`src/rtl/wbm_byte_bridge.sv`:
```
// ---------------------------------------------------------------------------
// wbm_byte_bridge
//
// Wishbone B4 pipelined master driven by a full-duplex byte stream that is
// already synchronised into wb_clk_i. Every received byte produces exactly
// one transmit byte one cycle later. That byte is returned on the next
// exchange.
//
// Frame: command byte {WE, N-1, SEL}, then ADDR_BYTES word-address bytes
// (MSB first). A write continues with DATA_BYTES data bytes per word. Every
// Wishbone cycle is followed by status polling: FF means still busy, 00 means
// ack, EE means error. A read word is returned MSB first after its 00 status.
// Bursts auto-increment the word address, wrapping within the address field.
//
// Optional feature: define WBM_BYTE_BRIDGE_TIMEOUT_EN to abandon a Wishbone
// cycle that sees no ack/err within TIMEOUT_CYCLES clocks. That cycle is
// reported as an error. Without the macro the bridge waits indefinitely.
//
// Ports
//   wb_clk_i, wb_rst_i          clock, synchronous active-high reset
//   wb_cyc_o .. wb_dat_o        Wishbone master outputs (registered)
//   wb_dat_i, wb_stall_i,
//   wb_ack_i, wb_err_i          Wishbone slave responses
//   rx_stb_i, rx_data_i         one received byte per pulse
//   abort_i                     frame end; cancels any transaction
//   tx_stb_o, tx_data_o         byte for the next exchange (pulse + data)
//   busy_o                      high while a frame is in progress
// ---------------------------------------------------------------------------
module wbm_byte_bridge #(
  parameter int  ADDR_BYTES     = 1,
  parameter int  DATA_BYTES     = 4,
  parameter int  TIMEOUT_CYCLES = 255,
  localparam int ADR_W          = 8*ADDR_BYTES + $clog2(DATA_BYTES)
) (
  input  logic                    wb_clk_i,
  input  logic                    wb_rst_i,
  output logic                    wb_cyc_o,
  output logic                    wb_stb_o,
  output logic                    wb_we_o,
  output logic [DATA_BYTES-1:0]   wb_sel_o,
  output logic [ADR_W-1:0]        wb_adr_o,
  output logic [8*DATA_BYTES-1:0] wb_dat_o,
  input  logic [8*DATA_BYTES-1:0] wb_dat_i,
  input  logic                    wb_stall_i,
  input  logic                    wb_ack_i,
  input  logic                    wb_err_i,
  input  logic                    rx_stb_i,
  input  logic [7:0]              rx_data_i,
  input  logic                    abort_i,
  output logic                    tx_stb_o,
  output logic [7:0]              tx_data_o,
  output logic                    busy_o
);

  localparam int LSB_W = $clog2(DATA_BYTES);
  localparam int WA_W  = 8*ADDR_BYTES;
  localparam int DAT_W = 8*DATA_BYTES;
  localparam int TO_W  = $clog2(TIMEOUT_CYCLES + 1);

`ifdef WBM_BYTE_BRIDGE_TIMEOUT_EN
  localparam bit TIMEOUT_EN = 1'b1;
`else
  localparam bit TIMEOUT_EN = 1'b0;
`endif

  typedef enum logic [2:0] {
    ST_CMD,
    ST_ADDR,
    ST_WR_DATA,
    ST_WR_WAIT,
    ST_RD_WAIT,
    ST_RD_DATA
  } state_t;

  state_t           state;
  logic [WA_W-1:0]  word_adr;    // word address; byte lanes appended below
  logic [DAT_W-1:0] rd_word;     // read data, shifted out MSB first
  logic [2:0]       burst_left;  // words still to transfer after the current one
  logic [1:0]       byte_cnt;    // byte index inside the address or data field
  logic             err_seen;    // last Wishbone cycle ended in error/timeout
  logic [TO_W-1:0]  to_cnt;
  logic             timeout_hit;

  // Counter is constant zero when the timeout feature is compiled out.
  assign timeout_hit = TIMEOUT_EN && (to_cnt == TO_W'(TIMEOUT_CYCLES - 1));

  if (LSB_W == 0) begin : g_adr_word
    assign wb_adr_o = word_adr;
  end else begin : g_adr_byte
    assign wb_adr_o = {word_adr, {LSB_W{1'b0}}};
  end

  assign busy_o = (state != ST_CMD);

  // NOTE: every register here is assigned with <= so all state updates read
  // the pre-edge values; mixing in = would make the result order dependent.
  always_ff @(posedge wb_clk_i) begin
    if (wb_rst_i) begin
      state      <= ST_CMD;
      wb_cyc_o   <= 1'b0;
      wb_stb_o   <= 1'b0;
      wb_we_o    <= 1'b0;
      wb_sel_o   <= '0;
      wb_dat_o   <= '0;
      word_adr   <= '0;
      rd_word    <= '0;
      burst_left <= '0;
      byte_cnt   <= '0;
      err_seen   <= 1'b0;
      to_cnt     <= '0;
      tx_stb_o   <= 1'b0;
      tx_data_o  <= 8'h00;
    end else begin
      tx_stb_o <= rx_stb_i;

      // Cycle-age counter: zero while idle, counts every cycle cyc is high.
      if (TIMEOUT_EN && wb_cyc_o) to_cnt <= to_cnt + 1'b1;
      else                        to_cnt <= '0;

      if (abort_i) begin
        wb_cyc_o   <= 1'b0;
        wb_stb_o   <= 1'b0;
        state      <= ST_CMD;
        tx_data_o  <= 8'h00;
        burst_left <= '0;
        byte_cnt   <= '0;
      end else begin
        // ---------------- Wishbone side ----------------
        if (wb_stb_o && !wb_stall_i) wb_stb_o <= 1'b0;

        if (wb_cyc_o && (wb_ack_i || wb_err_i)) begin
          wb_cyc_o <= 1'b0;
          wb_stb_o <= 1'b0;
          err_seen <= wb_err_i;
          if (wb_ack_i) rd_word <= wb_dat_i;
        end else if (wb_cyc_o && timeout_hit) begin
          wb_cyc_o <= 1'b0;
          wb_stb_o <= 1'b0;
          err_seen <= 1'b1;
        end

        // ---------------- byte side ----------------
        // Status decisions use the registered cyc: an ack arriving on the
        // same edge as a byte still answers FF, status follows next byte.
        if (rx_stb_i) begin
          unique case (state)
            ST_CMD: begin
              tx_data_o  <= 8'hFF;
              wb_we_o    <= rx_data_i[7];
              burst_left <= rx_data_i[6:4];
              wb_sel_o   <= rx_data_i[DATA_BYTES-1:0];
              byte_cnt   <= '0;
              state      <= ST_ADDR;
            end

            ST_ADDR: begin
              tx_data_o <= 8'hFF;
              word_adr  <= WA_W'({word_adr, rx_data_i});
              if (byte_cnt == 2'(ADDR_BYTES - 1)) begin
                byte_cnt <= '0;
                if (wb_we_o) begin
                  state <= ST_WR_DATA;
                end else begin
                  wb_cyc_o <= 1'b1;
                  wb_stb_o <= 1'b1;
                  err_seen <= 1'b0;
                  state    <= ST_RD_WAIT;
                end
              end else begin
                byte_cnt <= byte_cnt + 1'b1;
              end
            end

            ST_WR_DATA: begin
              tx_data_o <= 8'hFF;
              wb_dat_o  <= DAT_W'({wb_dat_o, rx_data_i});
              if (byte_cnt == 2'(DATA_BYTES - 1)) begin
                byte_cnt <= '0;
                wb_cyc_o <= 1'b1;
                wb_stb_o <= 1'b1;
                err_seen <= 1'b0;
                state    <= ST_WR_WAIT;
              end else begin
                byte_cnt <= byte_cnt + 1'b1;
              end
            end

            ST_WR_WAIT: begin
              if (wb_cyc_o) begin
                tx_data_o <= 8'hFF;
              end else if (err_seen) begin
                tx_data_o  <= 8'hEE;
                burst_left <= '0;
                state      <= ST_CMD;
              end else begin
                tx_data_o <= 8'h00;
                if (burst_left != '0) begin
                  burst_left <= burst_left - 1'b1;
                  word_adr   <= word_adr + 1'b1;
                  state      <= ST_WR_DATA;
                end else begin
                  state <= ST_CMD;
                end
              end
            end

            ST_RD_WAIT: begin
              if (wb_cyc_o) begin
                tx_data_o <= 8'hFF;
              end else if (err_seen) begin
                tx_data_o  <= 8'hEE;
                burst_left <= '0;
                state      <= ST_CMD;
              end else begin
                tx_data_o <= 8'h00;
                byte_cnt  <= '0;
                state     <= ST_RD_DATA;
              end
            end

            ST_RD_DATA: begin
              tx_data_o <= rd_word[DAT_W-1 -: 8];
              rd_word   <= rd_word << 8;
              if (byte_cnt == 2'(DATA_BYTES - 1)) begin
                byte_cnt <= '0;
                if (burst_left != '0) begin
                  burst_left <= burst_left - 1'b1;
                  word_adr   <= word_adr + 1'b1;
                  wb_cyc_o   <= 1'b1;
                  wb_stb_o   <= 1'b1;
                  err_seen   <= 1'b0;
                  state      <= ST_RD_WAIT;
                end else begin
                  state <= ST_CMD;
                end
              end else begin
                byte_cnt <= byte_cnt + 1'b1;
              end
            end

            default: state <= ST_CMD;
          endcase
        end
      end
    end
  end

endmodule

```
`config.mk`:
```
export PLATFORM = sky130hd
export DESIGN_NAME = wbm_byte_bridge
export DESIGN_NICKNAME = d
export VERILOG_FILES = /design/src/rtl/wbm_byte_bridge.sv
export SDC_FILE = /design/constraint.sdc
export NUM_CORES = 1
export LEC_CHECK = 0
export ABC_CLOCK_PERIOD_IN_PS = 2200
export CAP_MARGIN = 20
export CORE_ASPECT_RATIO = 1.4
export CORE_UTILIZATION = 45
export DETAILED_ROUTE_END_ITERATION = 8
export PLACE_DENSITY = 0.76
export SETUP_SLACK_MARGIN = 0.3
export SLEW_MARGIN = 20
export SYNTH_ARGS = -nofsm -noshare
export SYNTH_HDL_FRONTEND = slang
export SYNTH_SLANG_ARGS = --single-unit
```
`constraint.sdc`:
```
create_clock -name wb_clk_i -period 2.2 [get_ports wb_clk_i]
set_input_delay 0.66 -clock wb_clk_i [delete_from_list [all_inputs] [get_ports wb_clk_i]]
set_output_delay 0.66 -clock wb_clk_i [all_outputs]
set_load 0.01 [all_outputs]
```
* Word-level counts from Yosys, hierarchy flattened
Cells that the tools add are included.
** Word-level totals
- Register bits :: 97
- Input bits :: 47
- Output and inout port bits :: 59
- Word-level logic and storage cells :: 114
** Cells by class
- Eq/ne operators :: 14
- Add/sub/neg operators :: 3
- Multiplexer cells :: 60
- Bitwise logic cells :: 1
- Reduce and logical (&&, ||, !) cells :: 23
** Operators by type and width (number)
- 32-bit 2-to-1 mux :: 4
- 8-bit 2-to-1 mux :: 6
- 8-bit one-hot mux with 3 select lines :: 2
- 3-bit 2-to-1 mux :: 14
- 1-bit 2-to-1 mux :: 22
- 3-bit one-hot mux with 6 select lines :: 1
- 6-bit AND reduction :: 3
- 2-bit inequality test (second input constant) :: 8
- 2-bit 2-to-1 mux :: 6
- 3-bit one-hot mux with 4 select lines :: 1
- 3-bit nonzero test :: 4
- 1-bit one-hot mux with 3 select lines :: 3
- 8-bit by 1-bit adder with 8-bit output (second input constant) :: 1
- 2-bit one-hot mux with 4 select lines :: 1
- 4-bit nonzero test :: 2
- 3-bit by 2-bit == test with 1-bit output (second input constant) :: 2
- 3-bit == test (second input constant) :: 2
- 3-bit AND reduction :: 2
- 2-bit OR reduction :: 3
- 4-bit AND reduction :: 1
- 3-bit by 1-bit == test with 1-bit output (second input constant) :: 1
- 3-bit zero test :: 1
- 3-bit OR reduction :: 1
- 3-bit by 1-bit subtractor with 3-bit output (second input constant) :: 1
- 8 further kinds :: 9

* Depth between registers and ports, before layout
- Word-level depth :: 8
- Depth in mapped cells :: 8
- Mapped depth without buffers :: 7

* Worst setup path after synthesis
Ideal clock, no wire load.
- Path kind :: input to register
- From :: input rx_stb_i
- To :: register burst_left[0]
- Required time :: 2.084 ns
- Data arrival time :: 1.977 ns
- Setup slack :: 0.106 ns
- Library setup time :: 0.116 ns
- Stages on the path :: 5
- Buffers on the path :: 1
- Cells stage by stage :: clkbuf_1 > o21ai_0 > or4b_4 > a221o_1 > o211a_1
** Between the ends
- Cells in the longest elaborated chain, start to end :: 1
** Ends and longest elaborated chain
- start: declaration :: line 47 : input logic rx_stb_i,
- 6-bit AND reduction (no line)
- end signal: assignment :: line 150 : burst_left <= rx_data_i[6:4];
- end signal: assignment :: line 198 : burst_left <= burst_left - 1'b1;
- end signal: assignment :: line 227 : burst_left <= burst_left - 1'b1;
- end: declaration :: line 78 : logic [2:0] burst_left;
No other way between the ends.
A chain may end at the register's enable or synchronous reset.

* Worst setup path after layout
- From :: register byte_cnt[1]
- To :: register burst_left[0]
** Between the ends
- Cells in the longest elaborated chain, start to end :: 3
** Ends and longest elaborated chain
- start: declaration :: line 79 : logic [1:0] byte_cnt;
- start signal: assignment :: line 170 : byte_cnt <= byte_cnt + 1'b1;
- start signal: assignment :: line 184 : byte_cnt <= byte_cnt + 1'b1;
- start signal: assignment :: line 237 : byte_cnt <= byte_cnt + 1'b1;
- 2-bit == test :: line 224 : if (byte_cnt == 2'(DATA_BYTES - 1)) begin
- 2-bit inequality test (no line)
- 6-bit AND reduction (no line)
No other way between the ends.

==> metrics <==
status complete, no violations; worst slack at placement -316.3 ps; crit path buf inv count 0; synth-to-layout area growth 38.90%; Slowest Stage Delay on Critical Path 520 ps; Synth top area share a little over two fifths; final instance area ~6300 µm²; #FFs+latches synth 97; multi-input logic area approximately 2400 µm²; Remaining Overflow, GRT 0; Commonest cells post-synth nand2_1, dfxtp_1, a21oi_1, nor2_1, clkbuf_1; Post-synth EDFFs 0; post-route ant nets 0; Critical Path RT 2440 ps; HPWL Detailed just over 9000 µm; reg2reg setup slack 240 ps; Crit Path Category reg2reg; I/O Buffers 103; vias per cell 5.516; final setup violating endpoints 0; # H-tree levels 3; Final Skew slightly below 8 ps; vias in the first global route about 4500; Worst path top cell family by delay simple AND/OR/NAND/NOR gates; TritonCTS Buffers 9; DR pass1 iterations 4; dpl cell area approximately 5900 µm²; hold_ws 455.7 ps; Hold Buf Count CTS 0; minimum clock period 1957 ps; share of flip-flops with an asynchronous set or reset 0%; final worst slack between 200 and 250 ps; worst-margin pin slew between 600 and 700 ps; Max clock buf depth 2; Post-Syn Area per Cell between 7 and 8 µm²; TritonCTS clock tree yes; final worst path period share approximately nine tenths; Core ar. a little under 10000 µm²; layout cells sized above 1 a little over an eighth; post-synthesis sequential area ratio a little over two fifths; post-synthesis instance total slightly above 600; worst path arrival time ~2200 ps; global-route wire length before repair slightly above 20000 µm; fmax 0.5109 GHz; Max-Cap Viols 0; Placer Congestion slightly below 0.9; synth warn 0; Finished Layout Cells 856; worst path cell trace ha_4 -> and2b_1 -> a32o_2 -> or4b_4 -> a221o_1 -> o211a_1; most common cell in the netlist nand2_1; Inst Count DP 831; RSZ-0062 raised after global routing yes; ANT cells 0; vias around 4700; Starting Density 46.13%; Hold Crit Class reg2reg; area leader, netlist dfxtp_1; fillcell total around 910; ys flop type dfxtp_1; Setup crit start kind register; Synth area leaders dfxtp_1, nand2_1, a21oi_1; Lkg Pwr ~2.8 nW; Ports approximately 110; Die Y-Extent 120.9 µm; largest net degree at the start of global routing between 40 and 50; Max FO, Critical Path 5; Final Hold Viols 0; synthesized area between 4000 and 5000 µm²; Relative slew margins approximately three fifths; Chip Width approximately 87 µm; Residual DRC 0; worst skew pair latency between 300 and 400 ps; Netlist cell types 50; GRT Overall Usage about a quarter; maximum vdd drop 314.4 µV; drt wl/cell 14.78 µm; Pwr Density approximately 600 nW/µm²; CTS sink cnt between 90 and 100; Reg area 1962 µm²; Detailed Route WL approximately 13000 µm; CP endpoint kind register; clk slew on worst S/H paths roughly 70 ps; Rows 43; DRT iter0 DRCs 262; Post-layout nets slightly below 800; Worst path slowest cell or4b_4; Slew Limit Fails 0; total die area 10500 µm²; clock root cell clkbuf_16; initial antenna violation count 0
## stage by stage
step	setup TNS, ps	power (mW)	utilization, %
after floorplan	0	1.978	-
after global placement	-10960	2.148	59.55
after detailed placement	-13750	2.155	59.55
after CTS	0	3.882	63.04
after global routing	0	3.995	64.07
final	0	3.854	64.07
## metal layers
layer  vias to the layer above  global-route usage, %  routed length, µm
li1                       2313                      -                  -
met1                      2220                  26.08               4806
met2                       158                  44.93               6857
met3                        31                  5.782                642
met4                         0                  12.29                344
met5                         -                      0                  0
## state kept, by name (all words and copies together) (netlist names)
name and flops:
tx_data_o 8, state 3, tx_stb_o 1, wb_stb_o 1
rd_word 32, wb_sel_o 4, word_adr 8, burst_left 3
byte_cnt 2, wb_dat_o 32, err_seen 1, wb_cyc_o 1
wb_we_o 1
## final timing paths
path / from / end / cells past startpoint
max: byte_cnt[1]$_SDFFE_PP0P_ / burst_left[0]$_SDFFE_PP0P_ / 6
min: wb_dat_o[28]$_SDFFE_PP0P_ / wb_dat_o[28]$_SDFFE_PP0P_ / 2
max reg2reg: byte_cnt[1]$_SDFFE_PP0P_ / burst_left[0]$_SDFFE_PP0P_ / 6
min reg2reg: wb_dat_o[28]$_SDFFE_PP0P_ / wb_dat_o[28]$_SDFFE_PP0P_ / 2
## kinds of logic (layout without fill, tap and decap cells)
kind of cell | count (synthesis) | in the layout | synth area share (%)
AO/OA/AOI/OAI | 158 | 158 | 21.63
multiplexers | 9 | 9 | 2.094
AND/OR/NAND/NOR | 278 | 278 | 26.58
buffers and inverters | 55 | 171 | 5.206
flip-flops | 97 | 97 | 42.75
adder cells (fa/ha/maj) | 6 | 6 | 1.653
other | 1 | 2 | 0.08257
## what timing repair did
action	4_1_cts	5_1_grt
pin swaps	1	2
endpoints found under the setup margin	127	43
setup buffers	5	4
gates resized for setup	60	27
gates cloned	0	0
## cell usage in the layout (no fill, tap or decap), drive strengths merged, types with 8 or more instances in the layout
cell type,count
nand3,23
clkbuf,11
nand2b,8
dfxtp,97
nor2b,12
a21oi,79
o21ai,25
dlygate4sd2,40
nand2,132
inv,15
buf,43
nor2,77
a311oi,19
clkdlybuf4s50,44
dlymetal6s2s,16
## cell type report
cell class | instances | area share [%]
repair buffers | 144 | 21.82
inverters | 11 | 0.6545
clock buffers | 10 | 3.788
flip-flops and latches | 97 | 31.10
multi-input cells | 453 | 38.46
clock inverters | 6 | 1.507
well taps | 135 | 2.678
## power by group
group | total [mW] | internal [mW] | switching, mW
Sequential | 1.80 | 1.78 | 0.0195
Clock | 1.74 | 1.04 | 0.694
Combinational | 0.322 | 0.162 | 0.160
Total | 3.85 | 2.98 | 0.874
## worst min-delay path, cell delays in order, from the launching register on
cell and delay (ps):
dfxtp_1 310, nand2_1 50, a21oi_1 50
(Power assumes the default switching activity.)
